===== config.mk =====
export PLATFORM = sky130hd
export DESIGN_NAME = mult_div_unit
export DESIGN_NICKNAME = d
export VERILOG_FILES = /design/src/rtl/mult_div_unit.sv
export SDC_FILE = /design/constraint.sdc
export NUM_CORES = 1
export LEC_CHECK = 0
export BUFFER_PORTS_ARGS = -buffer_cell sky130_fd_sc_hd__buf_4
export CAP_MARGIN = 20
export CORE_ASPECT_RATIO = 1.75
export CORE_UTILIZATION = 38
export DETAILED_ROUTE_END_ITERATION = 16
export PLACE_DENSITY = 0.61
export SETUP_SLACK_MARGIN = 0.2
export SYNTH_ARGS = -nofsm -noshare
export SYNTH_HDL_FRONTEND = slang
export SYNTH_SLANG_ARGS = --single-unit

===== constraint.sdc =====
create_clock -name clock -period 6.9 [get_ports clock]
set_input_delay 1.035 -clock clock [delete_from_list [all_inputs] [get_ports clock]]
set_output_delay 1.035 -clock clock [all_outputs]
set_load 0.03 [all_outputs]

===== src/rtl/mult_div_unit.sv =====
// ---------------------------------------------------------------------------
// mult_div_unit
//
// Iterative multiply/divide unit that owns the architectural HI/LO registers.
// It takes the rs/rt read data straight from the register file for
// MULT/MULTU/DIV/DIVU, and HI/LO feed the write-data mux for MFHI/MFLO.
// Control holds the PC while busy is high.
//
// Operation: a start in IDLE latches the operand magnitudes and the result
// signs, then CALC runs WIDTH single-bit iterations (shift-add multiply or
// restoring divide) on one shared 2*WIDTH accumulator. FIX applies the sign
// correction, writes HI/LO and pulses done. Start at edge 0 gives HI/LO/done
// at edge WIDTH+1, with busy high for WIDTH+1 cycles.
//
// Optional build macro:
//   FAST_MULT_EN - MULT/MULTU are computed combinationally at the start edge
//                  and complete on the next edge (busy high for one cycle).
//                  DIV/DIVU keep the iterative latency.
//
// Parameters:
//   WIDTH        operand and HI/LO width (even, >= 4), default 32
//
// Ports:
//   clock        system clock, rising edge
//   reset        synchronous active-high reset
//   start        launch the operation selected by op (only in IDLE)
//   op           00 MULT, 01 MULTU, 10 DIV, 11 DIVU
//   operand_a    rs value (multiplicand / dividend, MTHI/MTLO source)
//   operand_b    rt value (multiplier / divisor)
//   hi_write_en  MTHI: load HI from operand_a (IDLE, no start)
//   lo_write_en  MTLO: load LO from operand_a (IDLE, no start)
//   hi           HI register (product upper half / remainder)
//   lo           LO register (product lower half / quotient)
//   busy         operation in progress
//   done         one-cycle pulse, HI/LO updated on the same edge
// ---------------------------------------------------------------------------
module mult_div_unit #(
   parameter int WIDTH = 32
) (
   input  logic             clock,
   input  logic             reset,
   input  logic             start,
   input  logic [1:0]       op,
   input  logic [WIDTH-1:0] operand_a,
   input  logic [WIDTH-1:0] operand_b,
   input  logic             hi_write_en,
   input  logic             lo_write_en,
   output logic [WIDTH-1:0] hi,
   output logic [WIDTH-1:0] lo,
   output logic             busy,
   output logic             done
);

   localparam int CW = $clog2(WIDTH);
   localparam logic [CW-1:0] LAST_ITER = CW'(WIDTH - 1);

   typedef enum logic [1:0] {
      IDLE = 2'd0,
      CALC = 2'd1,
      FIX  = 2'd2
   } state_t;

   state_t state;
   state_t state_next;

   logic               is_div;
   logic               neg_res;
   logic               neg_rem;
   logic [WIDTH-1:0]   mag_a;
   logic [WIDTH-1:0]   mag_b;
   logic [2*WIDTH-1:0] acc;
   logic [CW-1:0]      count;

   logic               sign_a;
   logic               sign_b;
   logic [WIDTH-1:0]   abs_a;
   logic [WIDTH-1:0]   abs_b;

   logic [WIDTH:0]     mul_sum;
   logic [2*WIDTH-1:0] mul_next;
   logic [WIDTH:0]     div_shift;
   logic               div_ge;
   logic [WIDTH-1:0]   div_diff;
   logic [2*WIDTH-1:0] div_next;

   logic [2*WIDTH-1:0] prod_fix;
   logic [WIDTH-1:0]   quo_fix;
   logic [WIDTH-1:0]   rem_fix;
   logic [WIDTH-1:0]   dz_hi;
   logic               div_zero;

`ifdef FAST_MULT_EN
   logic [2*WIDTH-1:0] fast_prod;
   logic               fast_mul;
`endif

   // Operand magnitudes at the start edge. Only the signed ops (op[0]==0)
   // look at the sign bits; the most-negative value maps to itself, which
   // is still the correct unsigned magnitude.
   always_comb begin
      sign_a = ~op[0] & operand_a[WIDTH-1];
      sign_b = ~op[0] & operand_b[WIDTH-1];
      abs_a  = sign_a ? (~operand_a + 1'b1) : operand_a;
      abs_b  = sign_b ? (~operand_b + 1'b1) : operand_b;
   end

`ifdef FAST_MULT_EN
   // Single-cycle magnitude product; the sign is fixed up in FIX like the
   // iterative path so both share the same write-back logic.
   always_comb begin
      fast_prod = {{WIDTH{1'b0}}, abs_a} * {{WIDTH{1'b0}}, abs_b};
      fast_mul  = ~op[1];
   end
`endif

   // One shift-add multiply step. The accumulator starts as {0, multiplier};
   // each step adds the multiplicand into the upper half when the current
   // multiplier bit (acc[0]) is set, then shifts the whole thing right,
   // keeping the carry as the new top bit.
   always_comb begin
      mul_sum  = {1'b0, acc[2*WIDTH-1:WIDTH]}
               + {1'b0, (acc[0] ? mag_a : {WIDTH{1'b0}})};
      mul_next = {mul_sum, acc[WIDTH-1:1]};
   end

   // One restoring-divide step. The accumulator is {remainder, dividend};
   // shifting left brings the next dividend bit into the remainder. The
   // remainder is always below the divisor, so the shifted value is below
   // twice the divisor and the difference fits in WIDTH bits when it is
   // non-negative. Quotient bits fill in from the bottom.
   always_comb begin
      div_shift = acc[2*WIDTH-1:WIDTH-1];
      div_ge    = (div_shift >= {1'b0, mag_b});
      div_diff  = div_shift[WIDTH-1:0] - mag_b;
      div_next  = {(div_ge ? div_diff : div_shift[WIDTH-1:0]),
                   acc[WIDTH-2:0], div_ge};
   end

   // Sign correction applied on the way out of FIX. Quotient sign is the
   // xor of operand signs, remainder follows the dividend. A zero divisor
   // returns the dividend as it was sampled, rebuilt from its magnitude.
   always_comb begin
      prod_fix = neg_res ? (~acc + 1'b1) : acc;
      quo_fix  = neg_res ? (~acc[WIDTH-1:0] + 1'b1) : acc[WIDTH-1:0];
      rem_fix  = neg_rem ? (~acc[2*WIDTH-1:WIDTH] + 1'b1)
                         : acc[2*WIDTH-1:WIDTH];
      dz_hi    = neg_rem ? (~mag_a + 1'b1) : mag_a;
      div_zero = (mag_b == {WIDTH{1'b0}});
   end

   // State register.
   always_ff @(posedge clock) begin
      if (reset) begin
         state <= IDLE;
      end else begin
         state <= state_next;
      end
   end

   // Next-state logic. A start is only seen in IDLE, so a start while busy
   // never disturbs the running operation.
   always_comb begin
      state_next = state;
      case (state)
         IDLE: begin
            if (start) begin
`ifdef FAST_MULT_EN
               state_next = fast_mul ? FIX : CALC;
`else
               state_next = CALC;
`endif
            end
         end
         CALC: begin
            if (count == LAST_ITER) begin
               state_next = FIX;
            end
         end
         FIX: begin
            state_next = IDLE;
         end
         default: begin
            state_next = IDLE;
         end
      endcase
   end

   // Outputs decoded from state. done is registered in the datapath so it
   // lines up with the HI/LO write.
   always_comb begin
      busy = (state != IDLE);
   end

   // Datapath: operand latch on start, iteration in CALC, result write in
   // FIX, and MTHI/MTLO only in IDLE when no start is requested. HI/LO are
   // never touched during CALC, so partial results stay invisible.
   always_ff @(posedge clock) begin
      if (reset) begin
         hi      <= '0;
         lo      <= '0;
         done    <= 1'b0;
         is_div  <= 1'b0;
         neg_res <= 1'b0;
         neg_rem <= 1'b0;
         mag_a   <= '0;
         mag_b   <= '0;
         acc     <= '0;
         count   <= '0;
      end else begin
         done <= 1'b0;
         case (state)
            IDLE: begin
               if (start) begin
                  is_div  <= op[1];
                  neg_res <= sign_a ^ sign_b;
                  neg_rem <= sign_a;
                  mag_a   <= abs_a;
                  mag_b   <= abs_b;
                  count   <= '0;
                  if (op[1]) begin
                     acc <= {{WIDTH{1'b0}}, abs_a};
                  end else begin
`ifdef FAST_MULT_EN
                     acc <= fast_prod;
`else
                     acc <= {{WIDTH{1'b0}}, abs_b};
`endif
                  end
               end else begin
                  if (hi_write_en) begin
                     hi <= operand_a;
                  end
                  if (lo_write_en) begin
                     lo <= operand_a;
                  end
               end
            end
            CALC: begin
               acc   <= is_div ? div_next : mul_next;
               count <= count + 1'b1;
            end
            FIX: begin
               done <= 1'b1;
               if (!is_div) begin
                  hi <= prod_fix[2*WIDTH-1:WIDTH];
                  lo <= prod_fix[WIDTH-1:0];
               end else if (div_zero) begin
                  hi <= dz_hi;
                  lo <= {WIDTH{1'b1}};
               end else begin
                  hi <= rem_fix;
                  lo <= quo_fix;
               end
            end
            default: begin
               count <= '0;
            end
         endcase
      end
   end

endmodule


==> impl_results.md, run 1 <==
- Status: finished clean
- Clock share of power: 32.4%
- VDD IR-drop max: 226 µV
- # H-tree levels: 1
- Die H: 280 µm
- Global-route wire length before repair: 109,000 µm
- Crit path arrival time: 4.75 ns
- Multi-input logic area: 0.0117 mm²
- Clock Sinks: 203
- Syn Nets: 2,400
- Initial antenna violation count: 1
- Commonest non-fill, non-tap cell in the layout: nor2_1
- Post-Syn Area per Cell: 7.42 µm²
- Comb power frac: 32.1%
- I/O pin cnt: 137
- Commonest non-fill, non-tap cells in the layout: 246 x nor2_1, 202 x dfxtp_1, 180 x a21oi_1
- Final WL: 73,700 µm
- Final setup vio count: 0
- RD Place Congestion: 1.02
- Cells after Synth: 2,256
- Area leader, netlist: dfxtp_1
- P_int: 0.00246 W
- Initial Util: 38.5%
- Yosys reg bits: 203
- Fmax: 231 MHz
- Initial DRC count: 1,540
- Fin nets: 2,415
- Maxcap violations: 0
- Reg power frac: 35.5%
- Slew @ Worst Pin: 1.19 ns
- Sequential area share after synthesis: 24.3%
- CTS Hold Bufs: 0
- DIE AREA: 0.0449 mm²
- Max Transition Viols Final: 0
- Vias per inst: 6.27
- GR Util All Layers: 32.2%
- DR WL/cell: 25.8 µm
- CP Max Fanout: 35
- Core ar.: 0.0435 mm²
- Syn-to-layout area delta: 12.5%
- # Post-CTS Setup Buffers: 0
- Vias in the first global route: 17,500
- Psw: 0.00154 W
- Max-slew headroom: 19.8%
- Yosys cell types: 76
- Grt ovf: 0
- Total CTS buffers: 23
- Minimum clock period: 4.34 ns
- Largest net degree at the start of global routing: 95
- Area contributors post-synth: dfxtp_1 24%, xnor2_1 7.2%, nor2_1 5.7%
- Remaining DRCs: 0
- Final Hold Fails: 0
- Switch share: 38.5%
- CTS resizes: 0
- CTS root buf: clkbuf_16
- Final clock skew: 0.0174 ns
- Die width: 161 µm
- DRT antenna net count: 0
- Warning count from the yosys run: 0
- CTS tree: yes
- First-pass iteration count of the detailed router: 6
- FFs w/ async S/R, synth: 0%
- Post-Syn Area: 0.0167 mm²
- Hpwl dp: 56,600 µm
- Clk_lat worst skew: 0.54 ns
- # rows: 101
- Clk pin slew, worst setup/hold paths: 0.07 ns
- Critical Path RT: 7.31 ns
- Critical path class: reg2reg
- Prevailing post-synth register cell: dfxtp_1
- Synth top area share: 24.3%
- Share of layout cells above drive strength 1: 10.6%
- R2R setup slack: 2.56 ns
- Bufs on Longest Clock Path: 3
- PD cells: 212 mW/mm²
- CP Launch Type: flip-flop
- DR vias: 17,900
- Pre-CTS setup slack: 2.61 ns
- IO buf count: 136
- PnR worst setup slack: 2.56 ns
- Crit path from: acc[0]
- EDFF count, synth: 0
- R2R Path Start: acc[0]
- Lkg Pwr: 7.30 nW
- Fillers: 4,500
- Worst Hold Launch: lo[7]
- Setup TNS Final: 0 ns
- Post-route clock period utilization: 62.9%
- Reg area: 0.00407 mm²
- Hold Path Class: reg2reg
- RSZ-0062 raised after global routing: false
- Setup crit end kind: flip-flop
==> sequential cells by signal, summed over array words and instances, names as in the netlist <==
register / count
lo: 32
neg_rem: 1
is_div: 1
mag_b: 32
done: 1
mag_a: 32
hi: 32
acc: 64
neg_res: 1
count: 5
state: 2
==> worst paths after layout <==
kind,to,cells past startpoint
worst max-delay path,acc[59],15
worst min-delay path,lo[7],2
worst max register to register,acc[59],15
worst min register to register,lo[7],2
==> worst max-delay path: stages, from the launching register on <==
cell and delay, ns:
dfxtp_1 0.31, buf_4 0.23, inv_1 0.17, nor2_1 0.07, ha_1 0.20, inv_1 0.07
fa_1 0.21, nor2b_1 0.08, o2111ai_1 0.22, nand2_1 0.12, a2111oi_1 0.78, o21ai_0 0.29
a221o_1 0.48, a211oi_1 0.36, xnor2_1 0.25, a221o_1 0.38
==> Yosys cell counts (all sizes together), types with 31 or more instances <==
| cell type | count |
|---|---|
| xor2 | 84 |
| and2 | 38 |
| a31oi | 34 |
| nor3 | 51 |
| nand2 | 175 |
| o211ai | 34 |
| a21oi | 180 |
| nor4 | 35 |
| o21ai | 156 |
| nor2 | 252 |
| ha | 71 |
| o221ai | 32 |
| xnor2 | 138 |
| a21o | 31 |
| inv | 70 |
| a211oi | 104 |
| mux2i | 66 |
| clkbuf | 161 |
| dfxtp | 203 |
==> through the flow <==
step / instances / power, W / hold slack [ns] / util [%] / area [µm²]
3_3_place_gp: 2811 / 0.00268 / 0.444 / 41.5 / 18000
3_5_place_dp: 2812 / 0.00268 / 0.446 / 41.5 / 18100
6_report: 2854 / 0.00399 / 0.459 / 43.3 / 18800
2_1_floorplan: 2256 / 0.00222 / 0.449 / - / 16700
5_1_grt: 2854 / 0.00414 / 0.470 / 43.3 / 18800
4_1_cts: 2853 / 0.00397 / 0.461 / 43.3 / 18800
==> routing by layer <==
metal | track usage, % | share of wire [%] | vias to the layer above
li1 | - | - | 8264
met1 | 32.7 | 34 | 8455
met2 | 56.8 | 49 | 848
met3 | 3.85 | 6.0 | 317
met4 | 30.7 | 11 | 0
met5 | 0 | 0 | -
==> power groups by stage <==
stage                     Combinational, W  Sequential (W)  Clock (W)
after CTS                          0.00125         0.00141    0.00131
after floorplan                   0.000825         0.00140          0
after detailed placement           0.00125         0.00144          0
after global placement             0.00124         0.00144          0
final                              0.00128         0.00142    0.00129
after global routing               0.00137         0.00143    0.00134
==> cells by family after synthesis <==
group	count (synthesis)	synth area share, %
AO/OA/AOI/OAI	740	28.9
AND/OR/NAND/NOR	702	19.8
buffers and inverters	249	5.70
XOR/XNOR	222	11.6
flip-flops	203	24.3
adder cells (fa/ha/maj)	73	5.55
multiplexers	67	4.08
==> final cells by class <==
class                   count  area share, %
repair buffers            168           6.71
well taps                 566           3.76
inverters                  71           1.42
multi-input cells        1804           62.4
clock inverters            11          0.671
flip-flops and latches    203           21.6
clock buffers              30           3.41
diodes                      1         0.0133
(Power assumes the default switching activity.)
==> run 2: changes to the inputs <==
==> constraint.sdc (replaced) <==
create_clock -name clock -period 4.1 [get_ports clock]
set_input_delay 0.615 -clock clock [delete_from_list [all_inputs] [get_ports clock]]
set_output_delay 0.615 -clock clock [all_outputs]
set_load 0.03 [all_outputs]
==> run 2 against run 1 <==
Worst setup slack lost 2.1 ns. Die area is the same. Final cell count grew 1.8%. Global-route usage is essentially flat. Largest cell class unchanged. Critical path type unchanged. Wire length grew 0.15%. First-iteration DRC count shrank 10%. Flip-flop and latch count is the same.
==> impl_results.md, run 2 (synthesis results as in run 1) <==
- Setup crit end kind: flip-flop
- # Post-CTS Setup Buffers: 0
- CTS tree: yes
- Initial antenna violation count: 0
- End point of the critical path: hi[30]
- Slowest library cell on the worst path: or4_1
- RSZ-0062 raised after global routing: true
- Hpwl dp: 57,400 µm
- DIE AREA: 0.0449 mm²
- R2R setup slack: 0.49 ns
- # H-tree levels: 1
- Commonest non-fill, non-tap cell in the layout: nor2_1
- GR Util All Layers: 32.2%
- Crit path from: acc[32]
- WP depth: 11
- # rows: 101
- Core ar.: 0.0435 mm²
- I/O pin cnt: 137
- Post-route clock period utilization: 88.1%
- Crit path buf inv count: 1
- CP Cell Sequence: inv_1 -> ha_1 -> nor3b_1 -> nand4b_1 -> or4_1 -> nor3_1 -> nand3_1 -> o21ai_0 -> o2111ai_1 -> o21ai_0 -> o21a_1
- PD cells: 357 mW/mm²
- Vias in the first global route: 17,700
- Worst Hold Launch: operand_b[0]
- Bufs on Longest Clock Path: 3
- Clk_lat worst skew: 0.54 ns
- CTS resizes: 0
- Max FFs per register: 64
- Total CTS buffers: 23
- RD Place Congestion: 1.03
- Grt ovf: 0
- DRT antenna net count: 0
- CP Launch Type: flip-flop
- Slowest stage delay, CP: 0.55 ns
- Status: finished clean
- Lkg Pwr: 7.60 nW
- Clock Sinks: 203
- Slew @ Worst Pin: 0.987 ns
- Crit path arrival time: 4.09 ns
- CTS Hold Bufs: 0
- First-pass iteration count of the detailed router: 7
- Critical path class: reg2reg
- IO buf count: 136
- Hold Path Class: in2reg
- Final WL: 73,800 µm
- CP Max Fanout: 10
- R2R Path Start: acc[32]
- DR vias: 18,100
- RR Endpoint: hi[30]
- Initial Util: 38.5%
- VDD IR-drop max: 319 µV
- Fin nets: 2,466
- Syn-to-layout area delta: 15.3%
- Clk pin slew, worst setup/hold paths: 0.07 ns
- DR WL/cell: 25.4 µm
- Largest net degree at the start of global routing: 92
- Final setup vio count: 0
- Final Hold Fails: 0
- PnR worst setup slack: 0.487 ns
- CTS root buf: clkbuf_16
- Biggest register: acc
- Max Transition Viols Final: 0
- Remaining DRCs: 0
- Critical Path RT: 4.58 ns
- Antenna cells: 0
- Multi-input logic area: 0.0118 mm²
- Pre-CTS setup slack: 0.245 ns
- Cell repeated most along the worst path: o21ai_0
- Commonest non-fill, non-tap cells in the layout: 246 x nor2_1, 215 x buf_4, 201 x dfxtp_1
- Fmax: 277 MHz
- Setup TNS Final: 0 ns
- Die H: 280 µm
- Initial DRC count: 1,382
- Maxcap violations: 0
- Vias per inst: 6.23
- Share of layout cells above drive strength 1: 12.7%
- Minimum clock period: 3.61 ns
- CP top delay family: simple AND/OR/NAND/NOR gates
- Final clock skew: 0.0192 ns
- Reg area: 0.00407 mm²
- Global-route wire length before repair: 110,000 µm
- Die width: 161 µm
- R2R depth: 11
- Fillers: 4,515
- Max-slew headroom: 34.2%
==> run 2: changes by cell type in the layout (fill, tap and decap cells not counted), sizes merged <==
cell	before	now
inv	73	72
diode	1	0
clkinvlp	3	0
bufinv	2	4
clkbuf	30	33
buf	168	218
==> run 2: worst min path at each step <==
stage,endpoint,slack (ns),depth (start not counted)
finish,mag_b[0],0.38,3
global route,mag_b[0],0.38,3
CTS,mag_b[0],0.37,3
detailed placement,lo[15],0.44,2
global placement,lo[20],0.44,2
floorplan,mag_b[31],0.45,2
==> run 2: through the flow <==
stage	utilization [%]	instance area, µm²	cells	power [W]	hold WS [ns]
2_1_floorplan	-	16700	2256	0.00374	0.449
4_1_cts	44.3	19300	2903	0.00684	0.367
3_3_place_gp	42.4	18400	2861	0.00453	0.443
5_1_grt	44.4	19300	2904	0.00715	0.381
6_report	44.4	19300	2904	0.00688	0.377
3_5_place_dp	42.4	18400	2862	0.00455	0.445
==> run 2: worst register-to-register path: cells and delay by family (launching register included) <==
family | cells | cell delay, ns
simple gates | 5 | 1.94
compound gates | 4 | 0.66
flops | 1 | 0.46
fa+ha+maj | 1 | 0.28
buf+inv | 1 | 0.21
==> run 2: layer usage <==
layer	vias up	wire, µm	track usage [%]
met4	0	7210	28.3
met1	8602	26100	34.2
li1	8369	-	-
met5	-	0	0
met2	833	36500	56.4
met3	278	3990	3.48
==> run 2: power breakdown <==
group          internal, W  switching [W]  total (W)
clock network      0.00139       0.000917    0.00231
registers          0.00213       0.000244    0.00238
logic             0.000809        0.00139    0.00220
total              0.00434        0.00255    0.00688
==> run 2: cell type report <==
cell class	instances	share of cell area, %
clock buffers	32	3.47
clock inverters	9	0.810
inverters	71	1.38
repair buffers	219	8.62
multi-input cells	1804	61.0
flip-flops and latches	203	21.1
well taps	566	3.67
